### config.mk
export PLATFORM = sky130hd
export DESIGN_NAME = axi4_lite_cmd_mst_flat
export DESIGN_NICKNAME = d
export VERILOG_FILES = /design/src/rtl/axi4_lite_if_pkg.sv /design/src/rtl/axi4_lite_if.sv /design/src/rtl/axi4_lite_cmd_mst.sv /design/src/flat_wrapper.sv
export SDC_FILE = /design/constraint.sdc
export NUM_CORES = 1
export LEC_CHECK = 0
export CORE_MARGIN = 3
export CORE_UTILIZATION = 43
export CTS_BUF_LIST = sky130_fd_sc_hd__clkbuf_8
export DETAILED_ROUTE_END_ITERATION = 10
export PLACE_DENSITY = 0.91
export SLEW_MARGIN = 30
export SYNTH_ARGS = -nofsm -noshare
export SYNTH_HDL_FRONTEND = slang
export SYNTH_SLANG_ARGS = --single-unit
### constraint.sdc
create_clock -name i_clk -period 3.2 [get_ports i_clk]
set_clock_uncertainty 0.2 [all_clocks]
set_input_delay 0.48 -clock i_clk [delete_from_list [all_inputs] [get_ports i_clk]]
set_output_delay 0.48 -clock i_clk [all_outputs]
set_load 0.02 [all_outputs]
### src/rtl/axi4_lite_if_pkg.sv
// Shared AXI4-Lite types: response codes, command-master FSM states and a
// command struct/helper used to build stimulus for the command master.
package axi4_lite_if_pkg;

    typedef enum logic [1:0] {
        AXI4_RESP_OKAY   = 2'b00,
        AXI4_RESP_EXOKAY = 2'b01,
        AXI4_RESP_SLVERR = 2'b10,
        AXI4_RESP_DECERR = 2'b11
    } axi4_resp_t;

    localparam axi4_resp_t RESP_SLVERR = AXI4_RESP_SLVERR;

    typedef enum logic [2:0] {
        ST_IDLE,
        ST_WR_REQ,
        ST_WR_RESP,
        ST_RD_REQ,
        ST_RD_DATA,
        ST_RSP
    } axi4_lite_cmd_mst_state_t;

    // Sized for the widest legal configuration; narrower users truncate.
    typedef struct packed {
        logic        is_write;
        logic [63:0] addr;
        logic [63:0] wdata;
        logic [7:0]  wstrb;
        logic [2:0]  prot;
    } axi4_lite_cmd_t;

    function automatic axi4_lite_cmd_t make_cmd(
        input logic        is_write,
        input logic [63:0] addr,
        input logic [63:0] wdata,
        input logic [7:0]  wstrb,
        input logic [2:0]  prot
    );
        axi4_lite_cmd_t c;
        c.is_write = is_write;
        c.addr     = addr;
        c.wdata    = wdata;
        c.wstrb    = wstrb;
        c.prot     = prot;
        return c;
    endfunction

endpackage

### src/rtl/axi4_lite_if.sv
// AXI4-Lite bus bundle with master and slave views.
interface axi4_lite_if
    import axi4_lite_if_pkg::*;
#(
    parameter int unsigned AXI4_LITE_ADDR_BIT_WIDTH = 32,
    parameter int unsigned AXI4_LITE_DATA_BIT_WIDTH = 32
) ();

    logic                                    awvalid;
    logic                                    awready;
    logic [AXI4_LITE_ADDR_BIT_WIDTH-1:0]     awaddr;
    logic [2:0]                              awprot;
    logic                                    wvalid;
    logic                                    wready;
    logic [AXI4_LITE_DATA_BIT_WIDTH-1:0]     wdata;
    logic [AXI4_LITE_DATA_BIT_WIDTH/8-1:0]   wstrb;
    logic                                    bvalid;
    logic                                    bready;
    axi4_resp_t                              bresp;
    logic                                    arvalid;
    logic                                    arready;
    logic [AXI4_LITE_ADDR_BIT_WIDTH-1:0]     araddr;
    logic [2:0]                              arprot;
    logic                                    rvalid;
    logic                                    rready;
    logic [AXI4_LITE_DATA_BIT_WIDTH-1:0]     rdata;
    axi4_resp_t                              rresp;

    modport mst_port (
        output awvalid, awaddr, awprot, wvalid, wdata, wstrb, bready,
               arvalid, araddr, arprot, rready,
        input  awready, wready, bvalid, bresp, arready, rvalid, rdata, rresp
    );

    modport slv_port (
        input  awvalid, awaddr, awprot, wvalid, wdata, wstrb, bready,
               arvalid, araddr, arprot, rready,
        output awready, wready, bvalid, bresp, arready, rvalid, rdata, rresp
    );

endinterface

### src/rtl/axi4_lite_cmd_mst.sv
// Single-outstanding command/response to AXI4-Lite master bridge.
// Optional watchdog: define AXI4_LITE_CMD_MST_TIMEOUT_EN.
module axi4_lite_cmd_mst
    import axi4_lite_if_pkg::*;
#(
    parameter int unsigned AXI4_LITE_ADDR_BIT_WIDTH = 32,
    parameter int unsigned AXI4_LITE_DATA_BIT_WIDTH = 32,
    parameter int unsigned TIMEOUT_CYCLES           = 256
) (
    input  logic                                  i_clk,
    input  logic                                  i_arst_n,
    input  logic                                  i_cmd_valid,
    output logic                                  o_cmd_ready,
    input  logic                                  i_cmd_is_write,
    input  logic [AXI4_LITE_ADDR_BIT_WIDTH-1:0]   i_cmd_addr,
    input  logic [AXI4_LITE_DATA_BIT_WIDTH-1:0]   i_cmd_wdata,
    input  logic [AXI4_LITE_DATA_BIT_WIDTH/8-1:0] i_cmd_wstrb,
    input  logic [2:0]                            i_cmd_prot,
    output logic                                  o_rsp_valid,
    input  logic                                  i_rsp_ready,
    output logic [AXI4_LITE_DATA_BIT_WIDTH-1:0]   o_rsp_rdata,
    output logic [1:0]                            o_rsp_resp,
    output logic                                  o_rsp_timeout,
    axi4_lite_if.mst_port                         if_m_axi4_lite
);

    localparam int unsigned AW = AXI4_LITE_ADDR_BIT_WIDTH;
    localparam int unsigned DW = AXI4_LITE_DATA_BIT_WIDTH;
    localparam int unsigned SW = DW / 8;

    if (!(DW == 32 || DW == 64) || TIMEOUT_CYCLES < 2) begin : g_cfg_err
        $error("axi4_lite_cmd_mst: unsupported DATA width or TIMEOUT_CYCLES");
    end

    axi4_lite_cmd_mst_state_t state_q, state_d;
    logic             cmd_ready_q, cmd_ready_d;
    logic             rsp_valid_q, rsp_valid_d;
    logic [DW-1:0]    rsp_rdata_q, rsp_rdata_d;
    axi4_resp_t       rsp_resp_q, rsp_resp_d;
    logic             awvalid_q, awvalid_d;
    logic             wvalid_q, wvalid_d;
    logic             bready_q, bready_d;
    logic             arvalid_q, arvalid_d;
    logic             rready_q, rready_d;
    logic [AW-1:0]    addr_q, addr_d;
    logic [DW-1:0]    wdata_q, wdata_d;
    logic [SW-1:0]    wstrb_q, wstrb_d;
    logic [2:0]       prot_q, prot_d;

`ifdef AXI4_LITE_CMD_MST_TIMEOUT_EN
    localparam int unsigned WD_W = $clog2(TIMEOUT_CYCLES);
    logic [WD_W-1:0]  wd_q, wd_d;
    logic             timeout_q, timeout_d;
`endif

    always_ff @(posedge i_clk or negedge i_arst_n) begin
        if (!i_arst_n) begin
            state_q     <= ST_IDLE;
            cmd_ready_q <= 1'b1;
            rsp_valid_q <= 1'b0;
            rsp_rdata_q <= '0;
            rsp_resp_q  <= AXI4_RESP_OKAY;
            awvalid_q   <= 1'b0;
            wvalid_q    <= 1'b0;
            bready_q    <= 1'b0;
            arvalid_q   <= 1'b0;
            rready_q    <= 1'b0;
            addr_q      <= '0;
            wdata_q     <= '0;
            wstrb_q     <= '0;
            prot_q      <= '0;
`ifdef AXI4_LITE_CMD_MST_TIMEOUT_EN
            wd_q        <= '0;
            timeout_q   <= 1'b0;
`endif
        end else begin
            state_q     <= state_d;
            cmd_ready_q <= cmd_ready_d;
            rsp_valid_q <= rsp_valid_d;
            rsp_rdata_q <= rsp_rdata_d;
            rsp_resp_q  <= rsp_resp_d;
            awvalid_q   <= awvalid_d;
            wvalid_q    <= wvalid_d;
            bready_q    <= bready_d;
            arvalid_q   <= arvalid_d;
            rready_q    <= rready_d;
            addr_q      <= addr_d;
            wdata_q     <= wdata_d;
            wstrb_q     <= wstrb_d;
            prot_q      <= prot_d;
`ifdef AXI4_LITE_CMD_MST_TIMEOUT_EN
            wd_q        <= wd_d;
            timeout_q   <= timeout_d;
`endif
        end
    end

    // Every output is the registered form of these next values.
    always_comb begin
        state_d     = state_q;
        cmd_ready_d = cmd_ready_q;
        rsp_valid_d = rsp_valid_q;
        rsp_rdata_d = rsp_rdata_q;
        rsp_resp_d  = rsp_resp_q;
        awvalid_d   = awvalid_q;
        wvalid_d    = wvalid_q;
        bready_d    = bready_q;
        arvalid_d   = arvalid_q;
        rready_d    = rready_q;
        addr_d      = addr_q;
        wdata_d     = wdata_q;
        wstrb_d     = wstrb_q;
        prot_d      = prot_q;
`ifdef AXI4_LITE_CMD_MST_TIMEOUT_EN
        wd_d        = wd_q;
        timeout_d   = timeout_q;
`endif
        unique case (state_q)
            ST_IDLE: begin
                if (i_cmd_valid) begin
                    addr_d      = i_cmd_addr;
                    wdata_d     = i_cmd_wdata;
                    wstrb_d     = i_cmd_wstrb;
                    prot_d      = i_cmd_prot;
                    cmd_ready_d = 1'b0;
                    if (i_cmd_is_write) begin
                        awvalid_d = 1'b1;
                        wvalid_d  = 1'b1;
                        state_d   = ST_WR_REQ;
                    end else begin
                        arvalid_d = 1'b1;
                        state_d   = ST_RD_REQ;
                    end
                end
            end
            ST_WR_REQ: begin
                // AW and W retire independently; move on once both are gone.
                if (if_m_axi4_lite.awready) awvalid_d = 1'b0;
                if (if_m_axi4_lite.wready)  wvalid_d  = 1'b0;
                if (!awvalid_d && !wvalid_d) begin
                    bready_d = 1'b1;
                    state_d  = ST_WR_RESP;
                end
            end
            ST_WR_RESP: begin
                if (if_m_axi4_lite.bvalid) begin
                    bready_d    = 1'b0;
                    rsp_resp_d  = if_m_axi4_lite.bresp;
                    rsp_rdata_d = '0;
                    rsp_valid_d = 1'b1;
                    state_d     = ST_RSP;
                end
            end
            ST_RD_REQ: begin
                if (if_m_axi4_lite.arready) begin
                    arvalid_d = 1'b0;
                    rready_d  = 1'b1;
                    state_d   = ST_RD_DATA;
                end
            end
            ST_RD_DATA: begin
                if (if_m_axi4_lite.rvalid) begin
                    rready_d    = 1'b0;
                    rsp_rdata_d = if_m_axi4_lite.rdata;
                    rsp_resp_d  = if_m_axi4_lite.rresp;
                    rsp_valid_d = 1'b1;
                    state_d     = ST_RSP;
                end
            end
            ST_RSP: begin
                if (i_rsp_ready) begin
                    rsp_valid_d = 1'b0;
                    cmd_ready_d = 1'b1;
                    state_d     = ST_IDLE;
                end
            end
            default: state_d = ST_IDLE;
        endcase
`ifdef AXI4_LITE_CMD_MST_TIMEOUT_EN
        if (state_q == ST_IDLE && i_cmd_valid) begin
            wd_d      = '0;
            timeout_d = 1'b0;
        end else if (state_q inside {ST_WR_REQ, ST_WR_RESP, ST_RD_REQ, ST_RD_DATA}) begin
            wd_d = wd_q + 1'b1;
            // Watchdog overrides any handshake on the same edge.
            if (wd_q == WD_W'(TIMEOUT_CYCLES - 1)) begin
                awvalid_d   = 1'b0;
                wvalid_d    = 1'b0;
                bready_d    = 1'b0;
                arvalid_d   = 1'b0;
                rready_d    = 1'b0;
                rsp_valid_d = 1'b1;
                rsp_resp_d  = RESP_SLVERR;
                rsp_rdata_d = '0;
                timeout_d   = 1'b1;
                state_d     = ST_RSP;
            end
        end
`endif
    end

    assign o_cmd_ready = cmd_ready_q;
    assign o_rsp_valid = rsp_valid_q;
    assign o_rsp_rdata = rsp_rdata_q;
    assign o_rsp_resp  = rsp_resp_q;
`ifdef AXI4_LITE_CMD_MST_TIMEOUT_EN
    assign o_rsp_timeout = timeout_q;
`else
    assign o_rsp_timeout = 1'b0;
`endif

    assign if_m_axi4_lite.awvalid = awvalid_q;
    assign if_m_axi4_lite.awaddr  = addr_q;
    assign if_m_axi4_lite.awprot  = prot_q;
    assign if_m_axi4_lite.wvalid  = wvalid_q;
    assign if_m_axi4_lite.wdata   = wdata_q;
    assign if_m_axi4_lite.wstrb   = wstrb_q;
    assign if_m_axi4_lite.bready  = bready_q;
    assign if_m_axi4_lite.arvalid = arvalid_q;
    assign if_m_axi4_lite.araddr  = addr_q;
    assign if_m_axi4_lite.arprot  = prot_q;
    assign if_m_axi4_lite.rready  = rready_q;

endmodule
### src/flat_wrapper.sv
// flat-port wrapper written by rule: the top's interface ports become plain ports
module axi4_lite_cmd_mst_flat import axi4_lite_if_pkg::*;
#(
    parameter int unsigned AXI4_LITE_ADDR_BIT_WIDTH = 32,
    parameter int unsigned AXI4_LITE_DATA_BIT_WIDTH = 32,
    parameter int unsigned TIMEOUT_CYCLES           = 256
)
  (i_clk, i_arst_n, i_cmd_valid, o_cmd_ready, i_cmd_is_write, i_cmd_addr, i_cmd_wdata, i_cmd_wstrb, i_cmd_prot, o_rsp_valid, i_rsp_ready, o_rsp_rdata, o_rsp_resp, o_rsp_timeout, if_m_axi4_lite_awvalid, if_m_axi4_lite_awaddr, if_m_axi4_lite_awprot, if_m_axi4_lite_wvalid, if_m_axi4_lite_wdata, if_m_axi4_lite_wstrb, if_m_axi4_lite_bready, if_m_axi4_lite_arvalid, if_m_axi4_lite_araddr, if_m_axi4_lite_arprot, if_m_axi4_lite_rready, if_m_axi4_lite_awready, if_m_axi4_lite_wready, if_m_axi4_lite_bvalid, if_m_axi4_lite_bresp, if_m_axi4_lite_arready, if_m_axi4_lite_rvalid, if_m_axi4_lite_rdata, if_m_axi4_lite_rresp);
  axi4_lite_if #(.AXI4_LITE_ADDR_BIT_WIDTH(AXI4_LITE_ADDR_BIT_WIDTH), .AXI4_LITE_DATA_BIT_WIDTH(AXI4_LITE_DATA_BIT_WIDTH)) if_m_axi4_lite_i ();
  input  logic i_clk;
  input  logic i_arst_n;
  input  logic i_cmd_valid;
  output logic o_cmd_ready;
  input  logic i_cmd_is_write;
  input  logic [AXI4_LITE_ADDR_BIT_WIDTH-1:0] i_cmd_addr;
  input  logic [AXI4_LITE_DATA_BIT_WIDTH-1:0] i_cmd_wdata;
  input  logic [AXI4_LITE_DATA_BIT_WIDTH/8-1:0] i_cmd_wstrb;
  input  logic [2:0] i_cmd_prot;
  output logic o_rsp_valid;
  input  logic i_rsp_ready;
  output logic [AXI4_LITE_DATA_BIT_WIDTH-1:0] o_rsp_rdata;
  output logic [1:0] o_rsp_resp;
  output logic o_rsp_timeout;
  output wire logic [$bits(if_m_axi4_lite_i.awvalid)-1:0] if_m_axi4_lite_awvalid;
  output wire logic [$bits(if_m_axi4_lite_i.awaddr)-1:0] if_m_axi4_lite_awaddr;
  output wire logic [$bits(if_m_axi4_lite_i.awprot)-1:0] if_m_axi4_lite_awprot;
  output wire logic [$bits(if_m_axi4_lite_i.wvalid)-1:0] if_m_axi4_lite_wvalid;
  output wire logic [$bits(if_m_axi4_lite_i.wdata)-1:0] if_m_axi4_lite_wdata;
  output wire logic [$bits(if_m_axi4_lite_i.wstrb)-1:0] if_m_axi4_lite_wstrb;
  output wire logic [$bits(if_m_axi4_lite_i.bready)-1:0] if_m_axi4_lite_bready;
  output wire logic [$bits(if_m_axi4_lite_i.arvalid)-1:0] if_m_axi4_lite_arvalid;
  output wire logic [$bits(if_m_axi4_lite_i.araddr)-1:0] if_m_axi4_lite_araddr;
  output wire logic [$bits(if_m_axi4_lite_i.arprot)-1:0] if_m_axi4_lite_arprot;
  output wire logic [$bits(if_m_axi4_lite_i.rready)-1:0] if_m_axi4_lite_rready;
  input wire logic [$bits(if_m_axi4_lite_i.awready)-1:0] if_m_axi4_lite_awready;
  input wire logic [$bits(if_m_axi4_lite_i.wready)-1:0] if_m_axi4_lite_wready;
  input wire logic [$bits(if_m_axi4_lite_i.bvalid)-1:0] if_m_axi4_lite_bvalid;
  input wire logic [$bits(if_m_axi4_lite_i.bresp)-1:0] if_m_axi4_lite_bresp;
  input wire logic [$bits(if_m_axi4_lite_i.arready)-1:0] if_m_axi4_lite_arready;
  input wire logic [$bits(if_m_axi4_lite_i.rvalid)-1:0] if_m_axi4_lite_rvalid;
  input wire logic [$bits(if_m_axi4_lite_i.rdata)-1:0] if_m_axi4_lite_rdata;
  input wire logic [$bits(if_m_axi4_lite_i.rresp)-1:0] if_m_axi4_lite_rresp;
  assign if_m_axi4_lite_awvalid = if_m_axi4_lite_i.awvalid;
  assign if_m_axi4_lite_awaddr = if_m_axi4_lite_i.awaddr;
  assign if_m_axi4_lite_awprot = if_m_axi4_lite_i.awprot;
  assign if_m_axi4_lite_wvalid = if_m_axi4_lite_i.wvalid;
  assign if_m_axi4_lite_wdata = if_m_axi4_lite_i.wdata;
  assign if_m_axi4_lite_wstrb = if_m_axi4_lite_i.wstrb;
  assign if_m_axi4_lite_bready = if_m_axi4_lite_i.bready;
  assign if_m_axi4_lite_arvalid = if_m_axi4_lite_i.arvalid;
  assign if_m_axi4_lite_araddr = if_m_axi4_lite_i.araddr;
  assign if_m_axi4_lite_arprot = if_m_axi4_lite_i.arprot;
  assign if_m_axi4_lite_rready = if_m_axi4_lite_i.rready;
  assign if_m_axi4_lite_i.awready = if_m_axi4_lite_awready;
  assign if_m_axi4_lite_i.wready = if_m_axi4_lite_wready;
  assign if_m_axi4_lite_i.bvalid = if_m_axi4_lite_bvalid;
  assign if_m_axi4_lite_i.bresp = if_m_axi4_lite_bresp;
  assign if_m_axi4_lite_i.arready = if_m_axi4_lite_arready;
  assign if_m_axi4_lite_i.rvalid = if_m_axi4_lite_rvalid;
  assign if_m_axi4_lite_i.rdata = if_m_axi4_lite_rdata;
  assign if_m_axi4_lite_i.rresp = if_m_axi4_lite_rresp;
  axi4_lite_cmd_mst #(.AXI4_LITE_ADDR_BIT_WIDTH(AXI4_LITE_ADDR_BIT_WIDTH), .AXI4_LITE_DATA_BIT_WIDTH(AXI4_LITE_DATA_BIT_WIDTH), .TIMEOUT_CYCLES(TIMEOUT_CYCLES)) u_core (.i_clk(i_clk), .i_arst_n(i_arst_n), .i_cmd_valid(i_cmd_valid), .o_cmd_ready(o_cmd_ready), .i_cmd_is_write(i_cmd_is_write), .i_cmd_addr(i_cmd_addr), .i_cmd_wdata(i_cmd_wdata), .i_cmd_wstrb(i_cmd_wstrb), .i_cmd_prot(i_cmd_prot), .o_rsp_valid(o_rsp_valid), .i_rsp_ready(i_rsp_ready), .o_rsp_rdata(o_rsp_rdata), .o_rsp_resp(o_rsp_resp), .o_rsp_timeout(o_rsp_timeout), .if_m_axi4_lite(if_m_axi4_lite_i));
endmodule
== Word level (Yosys, flattened, before mapping) ==
Index checks and enable logic that the tools add are counted.

* Word-level logic and storage cells: 86
* Register bits: 115
* Memory bits (writable): 0
* Output and inout port bits: 148
* Memory bits (read-only): 0
* Input port bits: 117
* Memories kept: 0
* Bits in latches: 0

* Multiply operators: 0
* Eq/ne operators: 13
* Multiplexer cells: 39
* $add $sub $neg: 0
* Order comparisons: 0
* Reductions and logical operators: 20
* Divide/modulo/power cells: 0
* Bitwise logic cells: 0
* Shifts and indexed selects: 0

{| class="wikitable"
|+ Operators with widths
! cell !! number
|-
| 2-to-1 mux 32 bit || 2
|-
| case mux 32 bit (2 select lines) || 1
|-
| 2-to-1 mux 1 bit || 18
|-
| 2-to-1 mux 3 bit || 6
|-
| case mux 3 bit (6 select lines) || 1
|-
| AND reduction 3 bit || 5
|-
| inequality test 2 bit, second input constant || 7
|-
| case mux 1 bit (2 select lines) || 6
|-
| nonzero test 2 bit || 6
|-
| AND reduction 4 bit || 2
|-
| equality test 3 x 2 -> 1 bit, second input constant || 2
|-
| equality test 3 bit, second input constant || 2
|-
| 2-to-1 mux 2 bit || 3
|-
| AND reduction 6 bit || 1
|-
| case mux 2 bit (2 select lines) || 1
|-
| equality test 3 x 1 -> 1 bit, second input constant || 1
|-
| logical NOT 3 bit || 1
|-
| case mux 1 bit (3 select lines) || 1
|-
| nonzero test 3 bit || 1
|-
| logical NOT 1 bit || 2
|-
| inequality test 2 x 1 -> 1 bit, second input constant || 1
|-
| AND reduction 2 bit || 1
|-
| logical AND 1 bit || 1
|}

== Longest topological paths before layout ==
Gate-level depths: netlist (run 1).

* Word-level depth: 6
* Mapped depth: 6
* Gate-level depth less buffers: 4

== Least setup slack after synthesis (run 1) ==
No wires, ideal clock.

* Path type: register -> register
* Start: register u_core.state_q[0]
* End: register u_core.addr_q[0] (netlist: u_core.if_m_axi4_lite.araddr[0])
* Library setup time: 0.125 ns
* Cell stages (with the launch flop): 5
* Buffers on the path: 2
* Data arrival time: 1.443 ns
* Setup slack: 1.432 ns
* Data required time: 2.875 ns
* Period minus slack after synthesis: 1.768 ns
* Cell sequence: dfrtp_1 > buf_2 > nor3_4 > buf_6 > mux2_2

* Cells in the longest elaborated chain, start to end: 2

{| class="wikitable"
|+ Ends and longest elaborated chain
! item !! line !! RTL
|-
| start, declared || axi4_lite_cmd_mst.sv:35 || <nowiki>axi4_lite_cmd_mst_state_t state_q, state_d;</nowiki>
|-
| start signal, assigned || axi4_lite_cmd_mst.sv:77 || <nowiki>state_q <= state_d;</nowiki>
|-
| logical NOT 3 bit || axi4_lite_cmd_mst.sv:118 || <nowiki>unique case (state_q)</nowiki>
|-
| AND reduction 2 bit (no line) || -- ||
|-
| end signal, assigned || axi4_lite_cmd_mst.sv:87 || <nowiki>addr_q <= addr_d;</nowiki>
|-
| end, declared || axi4_lite_cmd_mst.sv:45 || <nowiki>logic [AW-1:0] addr_q, addr_d;</nowiki>
|}

No other way between the ends.
A chain may end at the register's enable or synchronous reset.

== Worst setup path after layout (run 1) ==
* Start: register u_core.cmd_ready_q (netlist: u_core.o_cmd_ready)
* End: output port o_cmd_ready

{| class="wikitable"
|+ RTL lines
! item !! line !! RTL
|-
| start, declared || axi4_lite_cmd_mst.sv:36 || <nowiki>logic cmd_ready_q, cmd_ready_d;</nowiki>
|-
| start signal, assigned || axi4_lite_cmd_mst.sv:78 || <nowiki>cmd_ready_q <= cmd_ready_d;</nowiki>
|-
| end, declared || flat_wrapper.sv:13 || <nowiki>output logic o_cmd_ready;</nowiki>
|}

No word-level cell between the ends.

==> flow_summary.json, run 1 <==
{
  "antenna_cells": 0,
  "fin_area_sq_um": 7730,
  "r2r_cells": 4,
  "critPathRequiredTime_ns": 2.52,
  "rsz0062_at_grt": "false",
  "synth_xor_xnor_area_share_pct": 0,
  "finalHoldViolCount": 0,
  "drive_gt1_share_pct": 16.9,
  "rr_endpoint": "u_core.if_m_axi4_lite.araddr[5]$_DFFE_PN0P_",
  "cts_resized": 0,
  "synth_top_cell_by_area": "dfrtp_1",
  "crit_path_end_kind": "output port",
  "synth_compound_area_share_pct": 9.79,
  "route.antenna.remaining_nets": 0,
  "power_density_nw_per_um2": 1130,
  "slew_headroom_pct": 56.2,
  "yosysWarnings": 0,
  "drt_wl_total_um": 13800,
  "synth_simple_gate_area_share_pct": 2.91,
  "m1WireLength_um": 5010,
  "syn-mean-instance-area_sq_um": 14.2,
  "path_buf_inv": 1,
  "wl_met3_um": 1110,
  "via_per_inst": 5.02,
  "synth_fa_ha_area_share_pct": 0,
  "mostFrequentLayoutCells": "clkdlybuf4s50_1 (262), dfrtp_1 (114), mux2_2 (53)",
  "worstSkewPairLatency_ns": 0.41,
  "synthFlopType": "dfrtp_1",
  "antenna_found_initial": 0,
  "max_cap_violations": 0,
  "synth_top_family_by_area": "multiplexers",
  "ys_types": 34,
  "synth_area_leaders": "dfrtp_1 (60%), mux2_2 (13%), a22o_1 (6.1%), buf_4 (5.7%), mux2_1 (4.3%)",
  "die_x_um": 111,
  "crit_chain": "clkdlybuf4s50_1",
  "r2r_setup_slack_ns": 1.09,
  "hold_path.startpoint": "u_core.if_m_axi4_lite.wdata[20]$_DFFE_PN0P_",
  "cts_tree": "yes",
  "cts_buffers": 17,
  "startpoint_type": "register",
  "timing.hold.ws_ns": 0.283,
  "synthMuxAreaShare_pct": 17.3,
  "drtIter0Drc": 162,
  "die_area_sq_um": 12300,
  "hold_end": "u_core.if_m_axi4_lite.wdata[20]$_DFFE_PN0P_",
  "dr.pass1.iters": 5,
  "dp_hpwl_um": 10200,
  "die_h_um": 111,
  "r2r_start": "u_core.state_q[2]$_DFFE_PN0P_",
  "io_buffers": 263,
  "grt_overflow": 0,
  "synth_edf_count": 0,
  "setup_viol": 0,
  "clk_pin_slew_worst_paths_ns": 0.06,
  "ys_ff_latch": 115,
  "ir_worst_vdd_mv": 0.583,
  "grt_use_total_pct": 23.1,
  "core_sq_um": 10500,
  "cp_top_family": "buffers and inverters",
  "syn-cell-area_sq_um": 4730,
  "grt_max_degree": 116,
  "io_pins": 265,
  "setup-tns-final_ns": 0,
  "max_stage_delay_ns": 0.63,
  "gp_congestion": 0.796,
  "hold_class": "register to register",
  "vias": 3628,
  "worst_slew_pin_slew_ns": 0.657,
  "crit_type": "register to output port",
  "clock_sinks": 115,
  "cp.arrival_ns": 1.59,
  "finalMaxSlewViolations": 0,
  "initial_core_util_pct": 45.0,
  "fp-row-count": 37,
  "drc": 0,
  "cts-root-buf": "clkbuf_8",
  "synthArstFlopShare_pct": 100,
  "finalCritPeriodShare_pct": 70.8,
  "cp_slowest_cell": "clkdlybuf4s50_1",
  "grt_pass1_wl_um": 22100,
  "cp_max_fo": 3,
  "dr.max_layer_used": "met4",
  "period_needed_ns": 2.27,
  "wl_per_cell_um": 19.1,
  "yosysTopAreaCellShare_pct": 60.3,
  "synthCells": 333,
  "status": "completed",
  "power_leakage_uw": 0.00331,
  "h-tree-depth": 4,
  "final_util_pct": 73.6,
  "ys_seq_area_share_pct": 60.9,
  "fmax_mhz": 441,
  "finalNetCount": 690,
  "setup.worst_path.start": "u_core.o_cmd_ready$_DFFE_PN1P_",
  "holdPathStages": 1,
  "wl_met2_um": 7340,
  "grt_pass1_vias": 3997,
  "synth_fp_nets": 450,
  "cts.path.max_buffers": 2,
  "placed_cell_area_sq_um": 7270,
  "final_common_cell": "clkdlybuf4s50_1",
  "syn_to_final_growth_pct": 63.5
}
worst max path at each step:
stage                                                   to  cells after the start
2_1_floorplan  u_core.if_m_axi4_lite.araddr[0]$_DFFE_PN0P_                      4
3_3_place_gp    u_core.if_m_axi4_lite.wdata[7]$_DFFE_PN0P_                      5
3_5_place_dp   u_core.if_m_axi4_lite.araddr[5]$_DFFE_PN0P_                      5
4_1_cts                                        o_cmd_ready                      1
5_1_grt                                        o_cmd_ready                      1
6_report                                       o_cmd_ready                      1
synthesized netlist by cell type (5+ instances only):
master and number:
a21oi_1 10, a22o_1 33, buf_2 9, buf_4 36
buf_6 7, dfrtp_1 114, inv_1 7, mux2_1 18
mux2_2 53, nand2_1 7, nor2_1 5, o21ai_0 7
final cells by class:
| type | count | area (sq um) |
|---|---|---|
| clock buffer | 19 | 262 |
| clock inverter | 13 | 165 |
| fill | 677 | 2780 |
| inverter | 7 | 26.3 |
| multi-input combinational | 158 | 1430 |
| sequential | 115 | 2880 |
| tap | 136 | 170 |
| timing repair buffer | 274 | 2800 |
per-layer routing:
layer | up-vias | track usage [%]
met5 | - | 0
met3 | 26 | 7.04
met2 | 200 | 41.7
met1 | 1777 | 25.4
li1 | 1625 | -
met4 | 0 | 8.70
cells by family (layout without fill, tap and decap cells):
group | count (synthesis) | after routing
AND/OR/NAND/NOR | 23 | 23
buffers and inverters | 60 | 313
multiplexers | 73 | 73
other | 1 | 1
AO/OA/AOI/OAI | 61 | 61
flip-flops | 115 | 115
sequential cells by signal (all words and copies together), names as in the netlist, 2 cells and up:
| register | flops |
|---|---|
| u_core.if_m_axi4_lite.wdata | 32 |
| u_core.if_m_axi4_lite.wstrb | 4 |
| u_core.o_rsp_rdata | 32 |
| u_core.if_m_axi4_lite.arprot | 3 |
| u_core.state_q | 3 |
| u_core.o_rsp_resp | 2 |
| u_core.if_m_axi4_lite.araddr | 32 |
metrics by stage:
stage	power [uW]	instances	setup slack (ns)
floorplan	5190	333	1.43
global placement	7170	688	0.738
finish	8750	722	0.933
CTS	8810	721	0.899
detailed placement	7320	688	0.658
global route	9180	722	0.862
repair_timing:
action | in CTS | in global routing
setup buffers | 0 | 0
endpoints found under the hold margin | 114 | 0
hold buffers | 1 | 0
where the power goes:
group	internal (uW)	switching [uW]	total, uW
clock network	876	564	1440
logic	2400	2170	4570
registers	2180	552	2730
total	5460	3290	8750
Power figures use the tool's default switching activity.
==> run 2, diff against run 1 <==
Settings changed: CORE_UTILIZATION 43 to 36, PLACE_DENSITY 0.91 to 0.82.
Clock period 3.2 ns to 1.93 ns, I/O delays scaled along.
==> run 2 against run 1 <==
  * Critical path type unchanged
  * Largest power group unchanged
  * First-iteration DRC count is 5.6% lower
  * Register-to-register slack got worse by 0.84 ns
  * Combinational power grew 53%
  * Via count fell by 1.7%
  * Highest routed layer unchanged
  * Sequential cell count unchanged
  * Worst setup slack got worse by 0.89 ns
==> flow_summary.json, run 2 (synthesis results as in run 1) <==
{
  "clk_pin_slew_worst_paths_ns": 0.07,
  "r2r_cells": 5,
  "grt_pass1_wl_um": 20400,
  "regArea_sq_um": 2880,
  "finalCritPeriodShare_pct": 97.8,
  "setup_viol": 0,
  "r2r_start": "u_core.state_q[2]$_DFFE_PN0P_",
  "grt.busiest_layer": "met2",
  "io_buffers": 263,
  "core_sq_um": 12700,
  "period_needed_ns": 1.89,
  "critPathRequiredTime_ns": 1.44,
  "io_pins": 265,
  "multiInputGateArea_sq_um": 1430,
  "power_frac_seq_pct": 31.8,
  "die_area_sq_um": 14500,
  "cp_top_family": "buffers and inverters",
  "dp_cells": 735,
  "fp-row-count": 41,
  "rr_endpoint": "u_core.if_m_axi4_lite.wdata[12]$_DFFE_PN0P_",
  "grt_use_total_pct": 18.1,
  "mostFrequentLayoutCells": "clkdlybuf4s50_1 (135), dfrtp_1 (114), dlygate4sd2_1 (85)",
  "dr.pass1.iters": 4,
  "gp_congestion": 0.765,
  "antenna_cells": 0,
  "cp_slowest_cell": "clkdlybuf4s50_1",
  "die_x_um": 121,
  "grt_max_degree": 63,
  "power_leakage_uw": 0.00398,
  "worstSkewPairLatency_ns": 0.42,
  "finalHoldViolCount": 0,
  "met2_usage_pct": 30.8,
  "max_stage_delay_ns": 0.61,
  "via_per_inst": 4.64,
  "fmax_mhz": 530,
  "drt_wl_total_um": 13000,
  "syn_to_final_growth_pct": 65.9,
  "finalNetCount": 700,
  "ir_worst_vdd_mv": 0.738,
  "drtIter0Drc": 153,
  "gr-usage-met1_pct": 20.6,
  "grt_pass1_vias": 3924,
  "p_comb_share_pct": 51.3,
  "cp_max_fo": 2,
  "fillCellCount": 1039,
  "h-tree-depth": 4,
  "initial_core_util_pct": 37.2,
  "p_clk_share_pct": 16.8,
  "die_h_um": 121,
  "final_cells": 768,
  "cts-root-buf": "clkbuf_8",
  "internal_power_uw": 8300,
  "power_density_nw_per_um2": 1740,
  "wl_per_cell_um": 17.0,
  "cts_buffers": 17,
  "crit_path_end_kind": "output port",
  "antenna_found_initial": 0,
  "crit_type": "register to output port",
  "final_common_cell": "clkdlybuf4s50_1",
  "setup_ws_ns": 0.0427,
  "startpoint_type": "register",
  "grt_use_met3_pct": 5.80,
  "dp_hpwl_um": 9860,
  "p_sw_uw": 5310,
  "finalMaxSlewViolations": 0,
  "crit_chain": "clkdlybuf4s50_1",
  "finalPower_uw": 13600,
  "cts_tree": "yes",
  "max_cap_violations": 0,
  "hold_class": "input pin to async pin",
  "clock_sinks": 115,
  "vias": 3567,
  "status": "completed",
  "preCtsSetupSlack_ns": -0.178,
  "postCtsSetupBuffers": 0,
  "path_buf_inv": 1,
  "cp.arrival_ns": 1.40,
  "switching_share_pct": 39.0,
  "r2r_setup_slack_ns": 0.25,
  "drc": 0,
  "grt_overflow": 0,
  "drive_gt1_share_pct": 18.3,
  "route.antenna.remaining_nets": 0,
  "cts.path.max_buffers": 2
}
[run 2: cell types whose count changed in the layout (fill, tap and decap cells not counted)]
cell / previous run / this run
clkdlybuf4s50_1: 262 / 135
dlygate4sd2_1: 0 / 85
dlymetal6s2s_1: 0 / 42
buf_4: 5 / 14
buf_12: 5 / 7
buf_16: 1 / 0
bufinv_16: 4 / 3
clkbuf_8: 19 / 20
clkinv_2: 6 / 5
clkinvlp_4: 1 / 2
[run 2: layout make-up]
cell class | count | area share [%]
sequential | 115 | 36.7
timing repair buffer | 284 | 36.7
multi-input combinational | 158 | 18.2
clock buffer | 20 | 3.51
tap | 172 | 2.74
clock inverter | 12 | 1.76
inverter | 7 | 0.335
[run 2: routing by layer]
metal / share of wire (%) / vias up
li1: - / 1647
met1: 38 / 1699
met2: 51 / 185
met3: 8.0 / 36
met4: 3.0 / 0
met5: 0 / -
[run 2: per-stage QoR]
step,hold slack [ns],utilization [%],instance area (sq um),TNS (ns)
final,0.211,61.6,7840,0
after global placement,0.109,58.3,7420,-8.59
after global routing,0.212,61.6,7840,-0.00186
after CTS,0.193,60.8,7730,0
after detailed placement,0.126,58.3,7420,-10.20
after floorplan,-0.206,-,4730,0
[run 2: power by group through the flow]
stage                     sequential (uW)  clock [uW]  combinational [uW]
final                                4330        2290                6980
after global routing                 4500        2460                7390
after CTS                            4370        2360                7150
after detailed placement             4420           0                7760
after global placement               4360           0                7600
after floorplan                      5750           0                2860
[run 2: how the worst max path moves through the flow]
stage / from / endpoint / slack [ns] / depth (start not counted)
floorplan: u_core.state_q[0]$_DFFE_PN0P_ / u_core.if_m_axi4_lite.araddr[0]$_DFFE_PN0P_ / 0.16 / 4
global placement: i_cmd_valid / u_core.if_m_axi4_lite.araddr[8]$_DFFE_PN0P_ / -0.14 / 6
detailed placement: i_cmd_valid / u_core.if_m_axi4_lite.wdata[12]$_DFFE_PN0P_ / -0.18 / 6
CTS: u_core.if_m_axi4_lite.araddr[10]$_DFFE_PN0P_ / if_m_axi4_lite_awaddr[10] / 0.00002 / 1
global route: u_core.o_rsp_rdata[14]$_DFFE_PN0P_ / o_rsp_rdata[14] / -0.002 / 1
finish: u_core.o_rsp_rdata[29]$_DFFE_PN0P_ / o_rsp_rdata[29] / 0.04 / 1
[run 2: repair_timing]
item | CTS | global route
setup endpoints to repair | 93 | 42
hold buffers | 1 | 0
pin swaps | 0 | 0
endpoints found under the hold margin | 115 | 0
resized for setup | 85 | 42
==> run 3, diff against run 2 <==
Settings changed: CELL_PAD_IN_SITES_DETAIL_PLACEMENT from default to 0, CELL_PAD_IN_SITES_GLOBAL_PLACEMENT from default to 1, CORE_UTILIZATION 36 to 27, PLACE_DENSITY 0.82 to 0.81.
==> run 3 against run 2 <==
  * Count of clock-buffer cells in the layout stayed put
  * Wire length hardly changed
  * Non-clock buffer count is 3 lower
  * Sequential share of layout area is 0.41 points lower
  * Worst setup slack better by 0.014 ns
  * First-iteration DRC count is 42% lower
  * Core utilization is 15 points lower
==> flow_summary.json, run 3 (synthesis results as in run 1) <==
{
  "setup.worst_path.end": "if_m_axi4_lite_wdata[31]",
  "drtIter0Drc": 88,
  "regArea_sq_um": 2880,
  "antenna_cells": 0,
  "final_util_pct": 47.0,
  "r2r_start": "u_core.state_q[2]$_DFFE_PN0P_",
  "preCtsSetupSlack_ns": -0.213,
  "via_per_inst": 4.39,
  "die_area_sq_um": 19100,
  "worst-path-stages": 1,
  "h-tree-depth": 4,
  "critPathRequiredTime_ns": 1.44,
  "antenna_found_initial": 0,
  "hold_class": "input pin to async pin",
  "drc": 0,
  "grt_overflow": 0,
  "syn_to_final_growth_pct": 67.7,
  "vias": 3572,
  "fillCellCount": 1511,
  "startpoint_type": "register",
  "drive_gt1_share_pct": 18.2,
  "dr.pass1.iters": 4,
  "final_common_cell": "clkdlybuf4s50_1",
  "cp.arrival_ns": 1.38,
  "postCtsSetupBuffers": 0,
  "setup_ws_ns": 0.0567,
  "setup_viol": 0,
  "fmax_mhz": 534,
  "status": "completed",
  "cts_buffers": 17,
  "setup.worst_path.start": "u_core.if_m_axi4_lite.wdata[31]$_DFFE_PN0P_",
  "setup-tns-final_ns": 0,
  "finalMaxSlewViolations": 0,
  "rr_endpoint": "u_core.if_m_axi4_lite.araddr[11]$_DFFE_PN0P_",
  "multiInputGateArea_sq_um": 1430,
  "io_buffers": 263,
  "crit_chain": "clkdlybuf4s50_1",
  "crit_type": "register to output port",
  "clock_sinks": 115,
  "drt_wl_total_um": 13000,
  "path_buf_inv": 1,
  "die_x_um": 138,
  "grt_use_total_pct": 13.4,
  "core_sq_um": 16900,
  "gp_congestion": 0.748,
  "initial_core_util_pct": 28.0,
  "slew_headroom_pct": 52.2,
  "cp_top_family": "buffers and inverters",
  "r2r_cells": 5,
  "cts-root-buf": "clkbuf_8",
  "cp_slowest_cell": "clkdlybuf4s50_1",
  "route.antenna.remaining_nets": 0,
  "period_needed_ns": 1.87,
  "mostFrequentLayoutCells": "clkdlybuf4s50_1 (121), dfrtp_1 (114), dlygate4sd2_1 (85)",
  "cts_tree": "yes",
  "die_h_um": 138,
  "crit_path_end_kind": "output port",
  "rsz0062_at_grt": "false",
  "worstSkewPairLatency_ns": 0.42,
  "clk_pin_slew_worst_paths_ns": 0.08,
  "finalNetCount": 697,
  "max_stage_delay_ns": 0.61,
  "fp-row-count": 47,
  "power_leakage_uw": 0.00415,
  "grt_pass1_vias": 3764,
  "power_density_nw_per_um2": 1730,
  "cp_max_fo": 2,
  "grt_pass1_wl_um": 20700,
  "finalHoldViolCount": 0,
  "finalCritPeriodShare_pct": 97.1,
  "max_cap_violations": 0,
  "r2r_setup_slack_ns": 0.19,
  "dp_hpwl_um": 9550,
  "worst_slew_pin_slew_ns": 0.718,
  "grt_max_degree": 116,
  "io_pins": 265,
  "ir_worst_vdd_mv": 0.810,
  "cts.path.max_buffers": 2,
  "finalPower_uw": 13700,
  "wl_per_cell_um": 16.0
}
==> run 3: changes by cell type in the layout (fill, tap and decap cells not counted) <==
cell,delta
clkinv_2,-3
clkinvlp_4,+1
dlymetal6s2s_1,+14
buf_4,-1
clkdlybuf4s50_1,-14
bufinv_16,+1
buf_12,-2
inv_1,-2
clkinv_4,+3
==> run 3: final cells by class <==
class                           instances  share of cell area [%]
Timing Repair Buffer                  281                    36.1
Clock inverter                         12                    2.26
Tap cell                              220                    3.47
Multi-Input combinational cell        158                    18.0
Inverter                                7                   0.331
Clock buffer                           20                    3.47
Sequential cell                       115                    36.3
==> run 3: timing repair <==
item / 4_1_cts / 5_1_grt
hold buffers: 1 / 0
gates resized for setup: 85 / 56
hold endpoints to repair: 114 / 0
endpoints found under the setup margin: 86 / 56
==> run 3: worst min-delay path by stage <==
stage | start | endpoint | cells past startpoint
finish | i_arst_n | u_core.if_m_axi4_lite.bready$_DFFE_PN0P_ | 3
global route | if_m_axi4_lite_wready | u_core.if_m_axi4_lite.wvalid$_DFFE_PN0P_ | 2
CTS | if_m_axi4_lite_awready | u_core.if_m_axi4_lite.awvalid$_DFFE_PN0P_ | 2
detailed placement | i_arst_n | u_core.if_m_axi4_lite.bready$_DFFE_PN0P_ | 2
global placement | i_arst_n | u_core.if_m_axi4_lite.bready$_DFFE_PN0P_ | 2
floorplan | i_arst_n | u_core.if_m_axi4_lite.araddr[0]$_DFFE_PN0P_ | 0
==> run 3: per-layer routing <==
metal	GRT usage, %	vias up	routed length (um)
met5	0	-	0
met4	3.12	0	65
met3	5.11	5	917
met2	22.5	183	6590
met1	16.5	1743	5470
li1	-	1641	-
==> run 3: stage by stage <==
stage               std cells  hold WS (ns)  instance area (sq um)
floorplan                 333        -0.206                   4730
global placement          780         0.219                   7430
detailed placement        780         0.230                   7430
CTS                       813         0.206                   7790
global route              813         0.214                   7930
finish                    813         0.195                   7930
==> run 3: tightest hold or removal path, stage by stage <==
cell	delay (ns)
dlygate4sd3_1	0.53
buf_4	0.11
buf_12	0.36
==> run 3: where the power goes <==
group	total, uW	switching [uW]	leakage (uW)	internal [uW]
sequential	4330	714	0.00141	3620
combinational	6870	3620	0.00252	3260
clock	2520	1010	0.000221	1510
total	13700	5340	0.00415	8390
